<file path="src/rtl/shifter_pkg.sv">
// Shared definitions for the pipelined logarithmic shifter: shift-mode encodings.
package shifter_pkg;

  localparam logic [1:0] SHIFT_SLL = 2'b00;
  localparam logic [1:0] SHIFT_SRL = 2'b01;
  localparam logic [1:0] SHIFT_SRA = 2'b10;
  localparam logic [1:0] SHIFT_ROR = 2'b11;

endpackage

</file>
<file path="src/rtl/shift_stage.sv">
// One register stage of the pipelined shifter: shifts by DIST when its amount bit is set.
// Carry/zero flag logic is present only when PIPELINED_SHIFTER_FLAGS_EN is defined.
module shift_stage
  import shifter_pkg::*;
#(
  parameter int WIDTH = 32,
  parameter int DIST  = 1,
  parameter int AMT_W = $clog2(WIDTH)
) (
  input  logic             clock,
  input  logic             reset_n,
  input  logic             in_valid,
  output logic             in_ready,
  input  logic [WIDTH-1:0] in_data,
  input  logic [AMT_W-1:0] in_amt,
  input  logic [1:0]       in_mode,
  input  logic             in_sign,
  output logic             out_valid,
  input  logic             out_ready,
  output logic [WIDTH-1:0] out_data,
  output logic [AMT_W-1:0] out_amt,
`ifdef PIPELINED_SHIFTER_FLAGS_EN
  input  logic             in_carry,
  output logic             out_carry,
  output logic             out_zero,
`endif
  output logic [1:0]       out_mode,
  output logic             out_sign
);

  localparam int BIT = $clog2(DIST);

  logic [WIDTH-1:0] shifted;

  // Bubble collapsing: an occupied stage still accepts when it drains this cycle.
  assign in_ready = !out_valid || out_ready;

  // NOTE: every signal written in always_comb gets a default first, so no path leaves it unassigned (no latch).
  always_comb begin
    shifted = in_data;
    if (in_amt[BIT]) begin
      unique case (in_mode)
        SHIFT_SLL: shifted = in_data << DIST;
        SHIFT_SRL: shifted = in_data >> DIST;
        SHIFT_SRA: shifted = {{DIST{in_sign}}, in_data[WIDTH-1:DIST]};
        SHIFT_ROR: shifted = {in_data[DIST-1:0], in_data[WIDTH-1:DIST]};
      endcase
    end
  end

  // NOTE: sequential state uses non-blocking assignments so every flop samples pre-edge values.
  // NOTE: data/control flops are reset too (not just valid) so out_data reads 0 straight after reset.
  always_ff @(posedge clock or negedge reset_n) begin
    if (!reset_n) begin
      out_valid <= 1'b0;
      out_data  <= '0;
      out_amt   <= '0;
      out_mode  <= SHIFT_SLL;
      out_sign  <= 1'b0;
    end else if (in_ready) begin
      out_valid <= in_valid;
      if (in_valid) begin
        out_data <= shifted;
        out_amt  <= in_amt;
        out_mode <= in_mode;
        out_sign <= in_sign;
      end
    end
  end

`ifdef PIPELINED_SHIFTER_FLAGS_EN
  logic carry_d;

  // The carry becomes the last bit pushed out; for ROR that bit lands in the MSB.
  always_comb begin
    carry_d = in_carry;
    if (in_amt[BIT]) begin
      carry_d = (in_mode == SHIFT_SLL) ? in_data[WIDTH-DIST] : in_data[DIST-1];
    end
  end

  always_ff @(posedge clock or negedge reset_n) begin
    if (!reset_n) begin
      out_carry <= 1'b0;
      out_zero  <= 1'b0;
    end else if (in_ready && in_valid) begin
      out_carry <= carry_d;
      out_zero  <= (shifted == '0);
    end
  end
`endif

endmodule

</file>
<file path="src/rtl/pipelined_shifter.sv">
// Pipelined logarithmic shifter (SLL/SRL/SRA/ROR), one stage per amount bit, largest shift first.
// Define PIPELINED_SHIFTER_FLAGS_EN to add the out_zero/out_carry result flags.
module pipelined_shifter
  import shifter_pkg::*;
#(
  parameter  int WIDTH = 32,
  localparam int AMT_W = $clog2(WIDTH)
) (
  input  logic             clock,
  input  logic             reset_n,
  input  logic             in_valid,
  output logic             in_ready,
  input  logic [WIDTH-1:0] in_data,
  input  logic [AMT_W-1:0] in_amt,
  input  logic [1:0]       in_mode,
  output logic             out_valid,
  input  logic             out_ready,
`ifdef PIPELINED_SHIFTER_FLAGS_EN
  output logic             out_zero,
  output logic             out_carry,
`endif
  output logic [WIDTH-1:0] out_data
);

  // Index k is the input of stage k; index AMT_W is the pipe output.
  logic             valid_p [AMT_W+1];
  logic             ready_p [AMT_W+1];
  logic [WIDTH-1:0] data_p  [AMT_W+1];
  logic [AMT_W-1:0] amt_p   [AMT_W+1];
  logic [1:0]       mode_p  [AMT_W+1];
  logic             sign_p  [AMT_W+1];

  assign valid_p[0]     = in_valid;
  assign data_p[0]      = in_data;
  assign amt_p[0]       = in_amt;
  assign mode_p[0]      = in_mode;
  assign sign_p[0]      = in_data[WIDTH-1];
  assign ready_p[AMT_W] = out_ready;
  assign in_ready       = ready_p[0];
  assign out_valid      = valid_p[AMT_W];
  assign out_data       = data_p[AMT_W];

`ifdef PIPELINED_SHIFTER_FLAGS_EN
  logic carry_p [AMT_W+1];
  logic zero_p  [AMT_W];

  assign carry_p[0] = 1'b0;
  assign out_carry  = carry_p[AMT_W];
  assign out_zero   = zero_p[AMT_W-1];
`endif

  for (genvar k = 0; k < AMT_W; k++) begin : g_stage
    shift_stage #(
      .WIDTH (WIDTH),
      .DIST  (1 << (AMT_W - 1 - k)),
      .AMT_W (AMT_W)
    ) u_stage (
      .clock     (clock),
      .reset_n   (reset_n),
      .in_valid  (valid_p[k]),
      .in_ready  (ready_p[k]),
      .in_data   (data_p[k]),
      .in_amt    (amt_p[k]),
      .in_mode   (mode_p[k]),
      .in_sign   (sign_p[k]),
      .out_valid (valid_p[k+1]),
      .out_ready (ready_p[k+1]),
      .out_data  (data_p[k+1]),
      .out_amt   (amt_p[k+1]),
`ifdef PIPELINED_SHIFTER_FLAGS_EN
      .in_carry  (carry_p[k]),
      .out_carry (carry_p[k+1]),
      .out_zero  (zero_p[k]),
`endif
      .out_mode  (mode_p[k+1]),
      .out_sign  (sign_p[k+1])
    );
  end

endmodule

</file>
<file path="config.mk">
export PLATFORM = sky130hd
export DESIGN_NAME = pipelined_shifter
export DESIGN_NICKNAME = d
export VERILOG_FILES = /design/src/rtl/shifter_pkg.sv /design/src/rtl/shift_stage.sv /design/src/rtl/pipelined_shifter.sv
export SDC_FILE = /design/constraint.sdc
export NUM_CORES = 1
export LEC_CHECK = 0
export ABC_CLOCK_PERIOD_IN_PS = 2100
export CAP_MARGIN = 10
export CELL_PAD_IN_SITES_DETAIL_PLACEMENT = 1
export CELL_PAD_IN_SITES_GLOBAL_PLACEMENT = 1
export CORE_MARGIN = 8
export CORE_UTILIZATION = 35
export DETAILED_ROUTE_END_ITERATION = 7
export PLACE_DENSITY_LB_ADDON = 0.12
export SLEW_MARGIN = 20
export SYNTH_ARGS = -nofsm -noshare
export SYNTH_HDL_FRONTEND = slang
export SYNTH_SLANG_ARGS = --single-unit
</file>
<file path="constraint.sdc">
create_clock -name clock -period 2.1 [get_ports clock]
set_input_delay 0.315 -clock clock [delete_from_list [all_inputs] [get_ports clock]]
set_output_delay 0.315 -clock clock [all_outputs]
set_load 0.02 [all_outputs]
</file>
**After elaboration in Yosys (flattened, before gate mapping)**

Index checks and enable logic that the tools add are counted.

- Word-level logic and storage cells: 67
- Output and inout port bits: 34
- RAM bits: 0
- Bits in read-only memories: 0
- Latch bits: 0
- Bits in registers: 187
- Input bits: 43
- Memories kept: 0

- Multiplexer cells: 10
- Multipliers: 0
- Reductions and logical operators: 20
- Shift-type cells: 0
- Divide/modulo/power cells: 0
- Bitwise gates (word level): 0
- Order comparisons: 0
- Add/sub/neg operators: 0
- Equality and inequality tests: 15

Operators by type and width:

| cell | number |
|---|---|
| $pmux 32 s4 | 5 |
| $mux 32 | 5 |
| $eq 2x2->1 const B | 10 |
| $eq 2x1->1 const B | 5 |
| $logic_not 2->1 | 5 |
| $reduce_and 2->1 | 5 |
| $logic_not 1->1 | 5 |
| $logic_or 1x1->1 | 5 |

**Depth between registers and ports, before layout**

- Depth after elaboration: 7
- Mapped depth: 6
- Gate-level depth less buffers: 3

**Hierarchy**

Synthesis repeated with hierarchy kept, for this count alone.

- Cell total of the unflattened synthesis: 1093
- Area total of the unflattened synthesis: 11554.8 sq um

Modules (own cells, without submodules):

| module | cells each | area each (sq um) | seq. area each (sq um) | times used |
|---|---|---|---|---|
| shift_stage (g_stage[2].u_stage) | 231 | 2411.1 | 1026.0 | 1 |
| shift_stage (g_stage[1].u_stage) | 223 | 2374.8 | 1026.0 | 1 |
| shift_stage (g_stage[3].u_stage) | 231 | 2361.0 | 1026.0 | 1 |
| shift_stage (g_stage[4].u_stage) | 234 | 2356.0 | 1026.0 | 1 |
| shift_stage (g_stage[0].u_stage) | 174 | 2052.0 | 1026.0 | 1 |

**Least setup slack after synthesis**

No wires, ideal clock.

- Path type: reg-to-reg
- Start: reg g_stage[4].u_stage.out_valid
- End: reg g_stage[0].u_stage.out_data[10]
- Period minus slack after synthesis: 1.611 ns
- Arrival time: 1.486 ns
- Buffers on the path: 2
- Required time: 1.975 ns
- Setup time: 0.125 ns
- Cell stages (with the launch flop): 6
- Setup slack: 0.489 ns
- Cell sequence: dfrtp_1 > nand4b_1 > buf_2 > o21ai_4 > buf_4 > mux2_2

- Cells in the longest elaborated chain, start to end: 7

RTL lines:

| item | RTL line | text |
|---|---|---|
| from (decl) | shift_stage.sv:18 | `output logic out_valid,` |
| from (signal assigned) | shift_stage.sv:61 | `out_valid <= in_valid;` |
| $logic_not 1->1 | shift_stage.sv:36 | `assign in_ready = !out_valid \|\| out_ready;` |
| $logic_or 1x1->1 (5 in a row) | shift_stage.sv:36 |  |
| $reduce_and 2->1 (no line) | n/a |  |
| to (signal assigned) | shift_stage.sv:63 | `out_data <= shifted;` |
| to (decl) | shift_stage.sv:20 | `output logic [WIDTH-1:0] out_data,` |

Every way passes these cells.
A chain may end at the register's enable or synchronous reset.

**Worst setup path in the final report**

- Start: in out_ready
- End: out in_ready

- Cells in the longest elaborated chain, start to end: 5

RTL lines:

| item | RTL line | text |
|---|---|---|
| from (decl) | pipelined_shifter.sv:17 | `input logic out_ready,` |
| $logic_or 1x1->1 (5 in a row) | shift_stage.sv:36 |  |
| to (decl) | pipelined_shifter.sv:12 | `output logic in_ready,` |

Every way passes these cells.

==> metrics.yaml <==
status: "completed"
first_pass_iters: 4
antenna_found_initial: 0
viasPerCell: 5.52
crit_chain: "clkdlybuf4s50_1 -> and4b_4 -> nand3_1 -> clkdlybuf4s15_1"
synth_top_area_cell: "dfrtp_1"
netSwitchingFraction: 0.385
fmax_mhz: 501
tightest_slew_ns: 0.537
fin_crit_sh: 0.950
hold_class: "in2async"
track_usage: 0.158
p_leak_nw: 5.17
synthArstFlopShare: 1.00
p_seq_frac: 0.375
critical_path.max_stage_delay_ns: 0.42
dieArea_um2: 38300
ir_worst_vdd_mv: 0.654
avgSynthCellArea_um2: 10.2
finClkSkew_ns: 0.0152
fin_crit_ns: 2.00
worstPathBufferInverterCount: 2
critPathArrivalTime_ns: 1.68
clock_path_buffers: 2
synth_common_cells: "dfrtp_1, mux2_2, o21ai_0, a31oi_1, nor2_1"
gp_congestion: 0.767
cp_slowest_cell: "clkdlybuf4s50_1"
fill_cells: 3500
multi_input_area_um2: 5730
fin_total_pwr_w: 0.0178
synth.most_common_cell: "dfrtp_1"
reg2reg_depth: 5
cp_max_fo: 3
power_switching_w: 0.00684
clk_latency_ns: 0.45
combPwrFrac: 0.434
reg2reg_from: "g_stage[2].u_stage.out_valid$_DFFE_PN0P_"
netlist_instances: 1110
crit_path_end: "in_ready"
num_antenna_cells: 0
wl_mm: 30.2
io_pins: 77
vias: 8417
p_clk_frac: 0.192
yosys-top-cells-area: "dfrtp_1, mux2_2, or3b_2"
cts_setup_buffers: 0
drc: 0
wl_per_cell_um: 19.8
cts_tree: "done"
grt_overflow: 0
dp_cells: 1491
finalSetupTns_ns: 0
dpl.hpwl_mm: 21.8
synth_seq_area_share: 0.414
fp.coreArea_um2: 32200
p_int_w: 0.0109
syn_area_um2: 11300
ys_ff_latch: 187
slew_headroom: 0.641
hold_violations: 0
p_per_area_nw_per_um2: 1370
ys.flop_type: "dfrtp_1"
synth-edff-count: 0
portBuffers: 76
clk_pin_slew_ns: 0.07
synth_top_area_share: 0.414
grt_pass1_vias: 8581
drive_gt1_frac: 0.269
register_area_um2: 4680
std_cell_rows: 66
maxCapViolCount: 0
final_cell_area_um2: 13000
rsz0062_at_grt: "no"
cts_inserted_buffers: 17
grt_pass1_wl_mm: 49.0
setup_viol: 0
startpoint: "out_ready"
layout.nets: 1146
grt_start_max_net_pins: 66
die_x_um: 196
dpl_cell_area_um2: 12400
r2r_setup_slack_ns: 0.32
cp.required_ns: 1.78
r2r_end: "g_stage[2].u_stage.out_data[28]$_DFFE_PN0P_"
ant_nets: 0
critPathKind: "in2out"
cp.depth: 4
start_util: 0.351
slew_violations: 0
area_growth_pct: 14.9
synth_cell_types: 48
cts-root-buf: "clkbuf_16"
ctsHtreeMaxLevel: 4
end_kind: "output port"
crit_family: "buffers and inverters"
fp.dieH_um: 196
startpoint_type: "input pin"
cts_sinks: 187
ys_warn_count: 0
final_cells: 1524
synth_fp_nets: 1153
drt-initial-drc-count: 461
==> metal layers <==
layer,vias up,share of wire,GRT usage
li1,4083,-,-
met1,4212,0.47,0.204
met2,99,0.49,0.270
met3,23,0.024,0.0288
met4,0,0.016,0.0430
met5,-,0,0
==> power groups by stage <==
stage                     logic, W  registers [W]  clock network [W]
after floorplan            0.00621        0.00589                  0
after global placement     0.00763        0.00670                  0
after detailed placement   0.00777        0.00675                  0
after CTS                  0.00782        0.00669            0.00353
after global routing       0.00852        0.00690            0.00363
final                      0.00770        0.00666            0.00340
==> worst reg2reg max path, stage by stage, from the launching register on <==
cell	delay (ns)
dfrtp_1	0.38
buf_4	0.19
nand4b_1	0.23
buf_4	0.29
nand2_1	0.35
o2bb2ai_1	0.24
==> worst min path at each step <==
stage / slack, ns / cells past startpoint / end / from
floorplan: 0.02 / 0 / g_stage[0].u_stage.out_amt[0]$_DFFE_PN0P_ / reset_n
global placement: 0.31 / 1 / g_stage[0].u_stage.out_data[16]$_DFFE_PN0P_ / reset_n
detailed placement: 0.31 / 1 / g_stage[0].u_stage.out_data[16]$_DFFE_PN0P_ / reset_n
CTS: 0.38 / 2 / g_stage[0].u_stage.out_data[16]$_DFFE_PN0P_ / reset_n
global route: 0.41 / 2 / g_stage[0].u_stage.out_data[16]$_DFFE_PN0P_ / reset_n
finish: 0.38 / 2 / g_stage[0].u_stage.out_data[16]$_DFFE_PN0P_ / reset_n
==> final cells by class <==
cell class,instances,share of cell area
Tap cell,408,0.0393
Sequential cell,187,0.361
Clock inverter,14,0.0140
Inverter,25,0.00722
Multi-Input combinational cell,748,0.441
Clock buffer,18,0.0330
Timing Repair Buffer,124,0.105
==> cells in the final DEF, fill, tap and decap left out, types with 4 or more instances in the layout <==
master           count
o21ai_0             99
mux2i_1             30
a31oi_1             93
inv_1               25
nor2b_1              8
a32o_1              15
nand2b_1             5
dfrtp_1            184
a222oi_1             7
a21oi_1              9
inv_6                5
nor2_1              89
mux2_4              12
or3b_1              15
clkbuf_16           17
o2bb2ai_1           26
o211ai_1            33
a22o_1              16
nand2_1             11
o21a_1              16
or3b_2              71
buf_4               28
buf_12              19
mux2_2             127
clkdlybuf4s50_1     74
nand3_1             22
o211a_1             18
mux2_1               4
==> what timing repair did <==
item,CTS,global route
endpoints found under the setup margin,1,1
hold buffers,1,0
resized for setup,1,1
hold endpoints to repair,48,0
==> state kept, by name, summed over array words and instances (netlist names) <==
signal / flops
g_stage.u_stage.out_data: 160
g_stage.u_stage.out_amt: 10
g_stage.u_stage.out_valid: 5
g_stage.u_stage.out_sign: 4
g_stage.u_stage.out_mode: 8
==> stage by stage <==
stage	utilization	hold WS (ns)	worst slack, ns
final	0.403	0.382	0.105
after global placement	0.384	0.310	-0.204
after global routing	0.403	0.406	0.0266
after detailed placement	0.384	0.311	-0.188
after CTS	0.403	0.384	0.0213
after floorplan	-	0.0194	0.489
==> logic make-up (layout without fill, tap and decap cells) <==
group,count (synthesis),after routing,synth area share
AO/OA/AOI/OAI,339,339,0.206
buffers and inverters,175,181,0.0803
flip-flops,187,187,0.414
multiplexers,173,173,0.173
AND/OR/NAND/NOR,236,236,0.127
Power figures use the tool's default switching activity.
